**src/rtl/seg_stage_scheduler.sv**
```systemverilog
// Sequences the segmentation compute stages through start/done handshakes,
// with a per-run stage mask, per-stage timeout watchdog, abort and a run cycle counter.
module seg_stage_scheduler #(
  parameter int NUM_STAGES = 4,
  parameter int SIDX_W     = (NUM_STAGES > 1) ? $clog2(NUM_STAGES) : 1,
  parameter int TIMEOUT_W  = 24
) (
  input  logic                  clk,
  input  logic                  rst,
  input  logic                  start,
  input  logic                  abort,
  input  logic [NUM_STAGES-1:0] cfg_stage_en,
  input  logic [TIMEOUT_W-1:0]  cfg_timeout,
  input  logic [NUM_STAGES-1:0] stage_done,
  output logic [NUM_STAGES-1:0] stage_start,
  output logic                  busy,
  output logic                  done,
  output logic                  error,
  output logic [SIDX_W-1:0]     err_stage,
  output logic [SIDX_W-1:0]     cur_stage,
  output logic [31:0]           run_cycles
);

  typedef enum logic [1:0] {
    ST_IDLE,
    ST_LAUNCH,
    ST_WAIT,
    ST_FINISH
  } state_t;

  state_t state, state_d;

  logic [SIDX_W-1:0]     cur_d;
  logic [SIDX_W-1:0]     err_stage_d;
  logic                  error_d;
  logic [NUM_STAGES-1:0] en_q, en_d;
  logic [TIMEOUT_W-1:0]  timeout_q, timeout_d;
  logic [TIMEOUT_W-1:0]  watchdog, watchdog_d;
  logic [31:0]           run_cycles_d;

  logic                  first_found;
  logic [SIDX_W-1:0]     first_idx;
  logic                  next_found;
  logic [SIDX_W-1:0]     next_idx;
  logic [NUM_STAGES-1:0] cur_onehot;
  logic [NUM_STAGES-1:0] cur_d_onehot;
  logic                  cur_done;
  logic                  timed_out;

  // Lowest enabled stage of the incoming mask (descending scan keeps the lowest hit).
  always_comb begin
    first_found = 1'b0;
    first_idx   = '0;
    for (int i = NUM_STAGES - 1; i >= 0; i--) begin
      if (cfg_stage_en[i]) begin
        first_found = 1'b1;
        first_idx   = SIDX_W'(i);
      end
    end
  end

  // Lowest latched-enabled stage strictly above the current one.
  always_comb begin
    next_found = 1'b0;
    next_idx   = '0;
    for (int i = NUM_STAGES - 1; i >= 0; i--) begin
      if (en_q[i] && (i > int'(cur_stage))) begin
        next_found = 1'b1;
        next_idx   = SIDX_W'(i);
      end
    end
  end

  assign cur_onehot   = {{(NUM_STAGES-1){1'b0}}, 1'b1} << cur_stage;
  assign cur_d_onehot = {{(NUM_STAGES-1){1'b0}}, 1'b1} << cur_d;
  assign cur_done     = |(stage_done & cur_onehot);
  assign timed_out    = (timeout_q != '0) && (watchdog == (timeout_q - TIMEOUT_W'(1)));

  always_comb begin
    state_d      = state;
    cur_d        = cur_stage;
    err_stage_d  = err_stage;
    error_d      = error;
    en_d         = en_q;
    timeout_d    = timeout_q;
    watchdog_d   = watchdog;
    run_cycles_d = run_cycles;

    if (state != ST_IDLE && run_cycles != 32'hFFFF_FFFF) begin
      run_cycles_d = run_cycles + 32'd1;
    end

    unique case (state)
      ST_IDLE: begin
        if (start && !abort) begin
          en_d         = cfg_stage_en;
          timeout_d    = cfg_timeout;
          run_cycles_d = '0;
          error_d      = 1'b0;
          if (first_found) begin
            cur_d   = first_idx;
            state_d = ST_LAUNCH;
          end else begin
            state_d = ST_FINISH;
          end
        end
      end
      ST_LAUNCH: begin
        watchdog_d = '0;
        state_d    = ST_WAIT;
      end
      ST_WAIT: begin
        watchdog_d = watchdog + TIMEOUT_W'(1);
        // A completion in the same cycle as the timeout takes priority.
        if (cur_done) begin
          if (next_found) begin
            cur_d   = next_idx;
            state_d = ST_LAUNCH;
          end else begin
            state_d = ST_FINISH;
          end
        end else if (timed_out) begin
          error_d     = 1'b1;
          err_stage_d = cur_stage;
          state_d     = ST_IDLE;
        end
      end
      ST_FINISH: begin
        state_d = ST_IDLE;
      end
      default: begin
        state_d = ST_IDLE;
      end
    endcase

    // Abort overrides everything except the sticky error, which it leaves alone.
    if (state != ST_IDLE && abort) begin
      state_d     = ST_IDLE;
      cur_d       = cur_stage;
      error_d     = error;
      err_stage_d = err_stage;
    end
  end

  always_ff @(posedge clk or posedge rst) begin
    if (rst) begin
      state       <= ST_IDLE;
      cur_stage   <= '0;
      err_stage   <= '0;
      error       <= 1'b0;
      en_q        <= '0;
      timeout_q   <= '0;
      watchdog    <= '0;
      run_cycles  <= '0;
      stage_start <= '0;
      busy        <= 1'b0;
      done        <= 1'b0;
    end else begin
      state       <= state_d;
      cur_stage   <= cur_d;
      err_stage   <= err_stage_d;
      error       <= error_d;
      en_q        <= en_d;
      timeout_q   <= timeout_d;
      watchdog    <= watchdog_d;
      run_cycles  <= run_cycles_d;
      stage_start <= (state_d == ST_LAUNCH) ? cur_d_onehot : '0;
      busy        <= (state_d != ST_IDLE);
      done        <= (state_d == ST_FINISH);
    end
  end

endmodule

```
**config.mk**
```make
export PLATFORM = sky130hd
export DESIGN_NAME = seg_stage_scheduler
export DESIGN_NICKNAME = d
export VERILOG_FILES = /design/src/rtl/seg_stage_scheduler.sv
export SDC_FILE = /design/constraint.sdc
export NUM_CORES = 1
export LEC_CHECK = 0
export BUFFER_PORTS_ARGS = -buffer_cell sky130_fd_sc_hd__buf_2
export CAP_MARGIN = 10
export CELL_PAD_IN_SITES_DETAIL_PLACEMENT = 1
export CELL_PAD_IN_SITES_GLOBAL_PLACEMENT = 1
export CORE_MARGIN = 8
export CORE_UTILIZATION = 45
export DETAILED_ROUTE_END_ITERATION = 8
export PLACE_DENSITY_LB_ADDON = 0.1
export SLEW_MARGIN = 5
export SYNTH_ARGS = -nofsm -noshare
export SYNTH_HDL_FRONTEND = slang
export SYNTH_SLANG_ARGS = --single-unit
```
**constraint.sdc**
```tcl
create_clock -name clk -period 7.3 [get_ports clk]
set_clock_uncertainty 0.1 [all_clocks]
set_input_delay 1.095 -clock clk [delete_from_list [all_inputs] [get_ports clk]]
set_output_delay 1.095 -clock clk [all_outputs]
set_load 0.02 [all_outputs]
```
## Word level (Yosys, flattened, before mapping)

Index checks and enable logic that the tools add are counted.

| cells by class | value |
|---|---|
| reduce and logical (&&, ||, !) cells | 18 |
| $lt $le $gt $ge | 3 |
| equal/unequal tests | 10 |
| bitwise logic cells | 3 |
| mux-type cells | 36 |
| add/subtract/negate cells | 3 |
| shift operators | 2 |

Operators by type and width:

| cell | count |
|---|---|
| 32-bit 2-to-1 mux | 3 |
| 24-bit case mux with 2 select lines | 1 |
| 2-bit 2-to-1 mux | 18 |
| 32-bit by 1-bit adder with 32-bit output (second input constant) | 1 |
| 32-bit != test (second input constant) | 1 |
| 24-bit by 1-bit adder with 24-bit output (second input constant) | 1 |
| 24-bit == test | 1 |
| 24-bit nonzero test | 1 |
| 24-bit by 1-bit subtractor with 24-bit output (second input constant) | 1 |
| 1-bit 2-to-1 mux | 10 |
| 2-bit case mux with 4 select lines | 1 |
| 2-bit nonzero test | 4 |
| 1-bit by 2-bit left shift with 4-bit output (first input constant) | 2 |
| 1-bit logical AND | 7 |
| 2-bit == test (second input constant) | 3 |
| 2-bit != test (second input constant) | 3 |
| 5-bit AND reduction | 1 |
| 4-bit bitwise AND | 1 |
| 2-bit by 1-bit == test with 1-bit output (second input constant) | 2 |
| 2-bit > comparator (first input constant) | 2 |
| 4-bit 2-to-1 mux | 1 |
| 2-bit case mux with 2 select lines | 1 |
| 4-bit AND reduction | 1 |
| 4-bit OR reduction | 1 |
| other kinds (6) | 7 |

| storage, ports and cells | value |
|---|---|
| bits of input ports | 36 |
| output and inout bits | 43 |
| logic and storage cells | 86 |
| bits in registers | 97 |

## Depth between registers and ports, before layout

| logic depth | value |
|---|---|
| word-level depth | 11 |
| depth in mapped cells | 11 |
| mapped depth without buffers | 10 |

## Worst setup path after synthesis

Ideal clock, no wire load.

| timing path | value |
|---|---|
| path type | flip-flop to flip-flop |
| start point | register timeout_q[6] |
| end point | register err_stage[0] |
| data required time | 7072 ps |
| slack | 4017 ps |
| arrival | 3055 ps |
| stages on the path, launching flop included | 9 |
| path buffers | 0 |
| cells stage by stage | dfrtp_1 -> or4_4 -> or3_4 -> or4_4 -> a211oi_2 -> o211ai_2 -> nor4_4 -> nor4b_4 -> mux2_1 |

| between the ends | value |
|---|---|
| longest elaborated chain between the ends | 4 |

RTL lines:

| item | line | RTL |
|---|---|---|
| start, declared | 37 | `logic [TIMEOUT_W-1:0] timeout_q, timeout_d;` |
| start signal, assigned | 164 | `timeout_q <= timeout_d;` |
| 24-bit by 1-bit subtractor with 24-bit output | 77 | `assign timed_out = (timeout_q != '0) && (watchdog == (timeout_q - TIMEOUT_W'(1)));` |
| 24-bit == test | 77 |  |
| 1-bit logical AND * | 77 |  |
| 4-bit AND reduction (no source line) * | n/a |  |
| end signal, assigned | 161 | `err_stage <= err_stage_d;` |
| end, declared | 19 | `output logic [SIDX_W-1:0] err_stage,` |

Mark *: on every way between the ends. The rest lies on a longest branch, timed or not.
A chain may end at the register's enable or synchronous reset.

## Worst setup path after layout

| timing path | value |
|---|---|
| start point | register timeout_q[6] |
| end point | register err_stage[1] |

The elaborated chain is that of the path after synthesis.

==> results.sh <==
export IMPL_die_w_um=124
export IMPL_crit_type="reg2reg"
export IMPL_wirelength_um=14000
export IMPL_clk_insertion_delay_late_ns=0.34
export IMPL_ctsResizeCount=0
export IMPL_rows=39
export IMPL_avgSynthCellArea_um2=8.92
export IMPL_synth_edf_count=0
export IMPL_max_freq_ghz=0.272
export IMPL_critPathSlowestCell="or4_4"
export IMPL_cts_buffers=9
export IMPL_die_y_um=124
export IMPL_synth_adder_area_share=0.0118
export IMPL_ant_nets=0
export IMPL_yosys_area_share_simple=0.292
export IMPL_start_kind="register"
export IMPL_netlist_instances=593
export IMPL_cp_data_arrival_time_ns=3.80
export IMPL_irDropWorstVdd_uv=196
export IMPL_p_per_area_nw_per_um2=344
export IMPL_cts_sinks=96
export IMPL_clkTransAtPathRegs_ns=0.06
export IMPL_critical_path_cell_chain="or4_4 -> or3_4 -> or4_4 -> a211oi_2 -> o211ai_2 -> nor4_4 -> nor4b_4 -> mux2_1"
export IMPL_synth_top_flop_cell="dfrtp_1"
export IMPL_grt_overflow=0
export IMPL_tns_ns=0
export IMPL_fillers=1366
export IMPL_insertedDiodeCount=0
export IMPL_track_usage=0.182
export IMPL_synth_xor_area_frac=0.116
export IMPL_synthArstFlopShare=1.00
export IMPL_syn2layout_area_growth_pct=15.9
export IMPL_cpMostUsedCell="or4_4"
export IMPL_drive_above_1_share=0.161
export IMPL_cts_setup_buffers=0
export IMPL_critical_path_max_stage_delay_ns=0.60
export IMPL_gp_congestion=0.865
export IMPL_finalSetupViolCount=0
export IMPL_cap_violations=0
export IMPL_hold_buffers=0
export IMPL_yosysUniqueCellTypes=56
export IMPL_synth_most_common_cell="nand2_1"
export IMPL_drt_first_pass_iters=4
export IMPL_yosysTopAreaCell="dfrtp_1"
export IMPL_clockRootBuffer="clkbuf_16"
export IMPL_viasPerCell=5.56
export IMPL_grt_pass1_vias=4792
export IMPL_synthTopCellsByCount="nand2_1, dfrtp_1, nor2_1, xor2_1, xnor2_1"
export IMPL_status="finished, final reports clean"
export IMPL_drc=0
export IMPL_dieArea_um2=15500
export IMPL_syn_nets=634
export IMPL_slew_headroom=0.285
export IMPL_synth_area_mux_share=0.0142
export IMPL_num_vias=4498
export IMPL_post_synth_instance_area_um2=5290
export IMPL_ys_ff_latch=96
export IMPL_cts_max_level=3
export IMPL_max_slew_worst_pin_slew_ns=1.07
export IMPL_numPlacedInstances=794
export IMPL_io_pin_count=79
export IMPL_dpl_hpwl_um=10300
export IMPL_hold_viol=0
export IMPL_leakage_nw=2.88
export IMPL_rsz0062_at_grt="no"
export IMPL_yosysSeqAreaShare=0.454
export IMPL_min_to="err_stage[0]"
export IMPL_hold_path_depth=1
export IMPL_critPathRequiredTime_ns=7.42
export IMPL_synth_top_family_by_area="simple AND/OR/NAND/NOR gates"
export IMPL_antenna_found_initial=0
export IMPL_min_path_type="reg2reg"
export IMPL_end_kind="register"
export IMPL_initial_core_util=0.461
export IMPL_cts_tree="done"
export IMPL_slew_viol_final=0
export IMPL_port_buffers=78
export IMPL_synth_compound_area_frac=0.0885
export IMPL_grt_max_degree=59
export IMPL_min_period_ns=3.68
export IMPL_grt_pass1_wl_um=23800
export IMPL_wl_per_cell_um=17.3
export IMPL_core_area_um2=11500
export IMPL_finalNonFillerCells=809
export IMPL_drt_iter0_drc=188
export IMPL_finalNetCount=703
export IMPL_synth_top_area_frac=0.454
export IMPL_clockBufferDepth=2
export IMPL_ys_top_cells_by_area="dfrtp_1, nand2_1, xor2_1"
export IMPL_min_delay_start="err_stage[0]"
export IMPL_reg2reg_depth=8
export IMPL_r2r_end="err_stage[1]"
export IMPL_fin_crit_sh=0.504
export IMPL_reg2reg_slack_ns=3.62
export IMPL_r2r_start="timeout_q[6]"
export IMPL_path_max_fanout=6
export IMPL_yosysWarnings=0
==> cell usage in the layout, fill, tap and decap left out, types with 13 or more instances in the layout <==
master     n
a21oi_1   20
and4_1    13
buf_2     78
dfrtp_1   96
nand2_1  116
nand3_1   25
nor2_1    63
o21ai_0   27
or3_1     13
xnor2_1   29
xor2_1    41
==> layout make-up <==
type                    count  area (um^2)  area share
clock buffers              12          246      0.0402
flip-flops and latches     96         2400       0.392
repair buffers             79          398      0.0649
clock inverters             3         90.1      0.0147
inverters                  12         46.3     0.00756
multi-input cells         464         2770       0.451
well taps                 143          179      0.0292
==> worst max-delay path by stage <==
stage                            start           end  slack, ns  depth (start not counted)
final                     timeout_q[6]  err_stage[1]       3.62                          8
after global routing      timeout_q[6]  err_stage[1]       3.52                          8
after CTS                 timeout_q[6]  err_stage[1]       3.63                          8
after detailed placement  timeout_q[6]  err_stage[0]       3.66                          8
after global placement    timeout_q[6]  err_stage[1]       3.80                          8
after floorplan                    rst          busy       3.60                          1
==> worst max-delay path, delay by kind of cell, from the launching register on <==
kind / cells / cell delay [ns]
AOI/OAI and AO/OA: 2 / 0.42
and+or+nand+nor: 5 / 2.23
muxes: 1 / 0.36
DFF: 1 / 0.46
==> report_power, final <==
| part | internal (mW) | switching [mW] |
|---|---|---|
| clock network | 0.343 | 0.197 |
| registers | 0.646 | 0.164 |
| logic | 0.286 | 0.472 |
==> state kept, by name (all words and copies together) (netlist names) <==
signal	cells
stage_start	4
watchdog	24
busy	1
en_q	3
error	1
state	2
err_stage	2
run_cycles	32
timeout_q	24
done	1
cur_stage	2
==> per-layer routing <==
layer / vias to the layer above / wire length, um / track usage
li1: 2177 / - / -
met1: 2263 / 6360 / 0.222
met2: 50 / 7210 / 0.319
met3: 8 / 310 / 0.0374
met4: 0 / 124 / 0.0468
met5: - / 0 / 0
==> kinds of logic after synthesis <==
group	Yosys count
mux	6
compound gates	75
flops	96
fa+ha+maj	5
simple gates	308
buf+inv	33
xor+xnor	70
==> through the flow <==
stage | setup slack (ns) | instance area, um^2 | power, mW | hold slack [ns] | util
floorplan | 3.60 | 5290 | 1.34 | 0.356 | -
global placement | 3.80 | 5790 | 1.54 | 0.374 | 0.505
detailed placement | 3.66 | 5790 | 1.58 | 0.389 | 0.505
CTS | 3.63 | 6130 | 2.13 | 0.409 | 0.534
global route | 3.52 | 6130 | 2.25 | 0.433 | 0.534
finish | 3.62 | 6130 | 2.11 | 0.406 | 0.534
(Power assumes the default switching activity.)
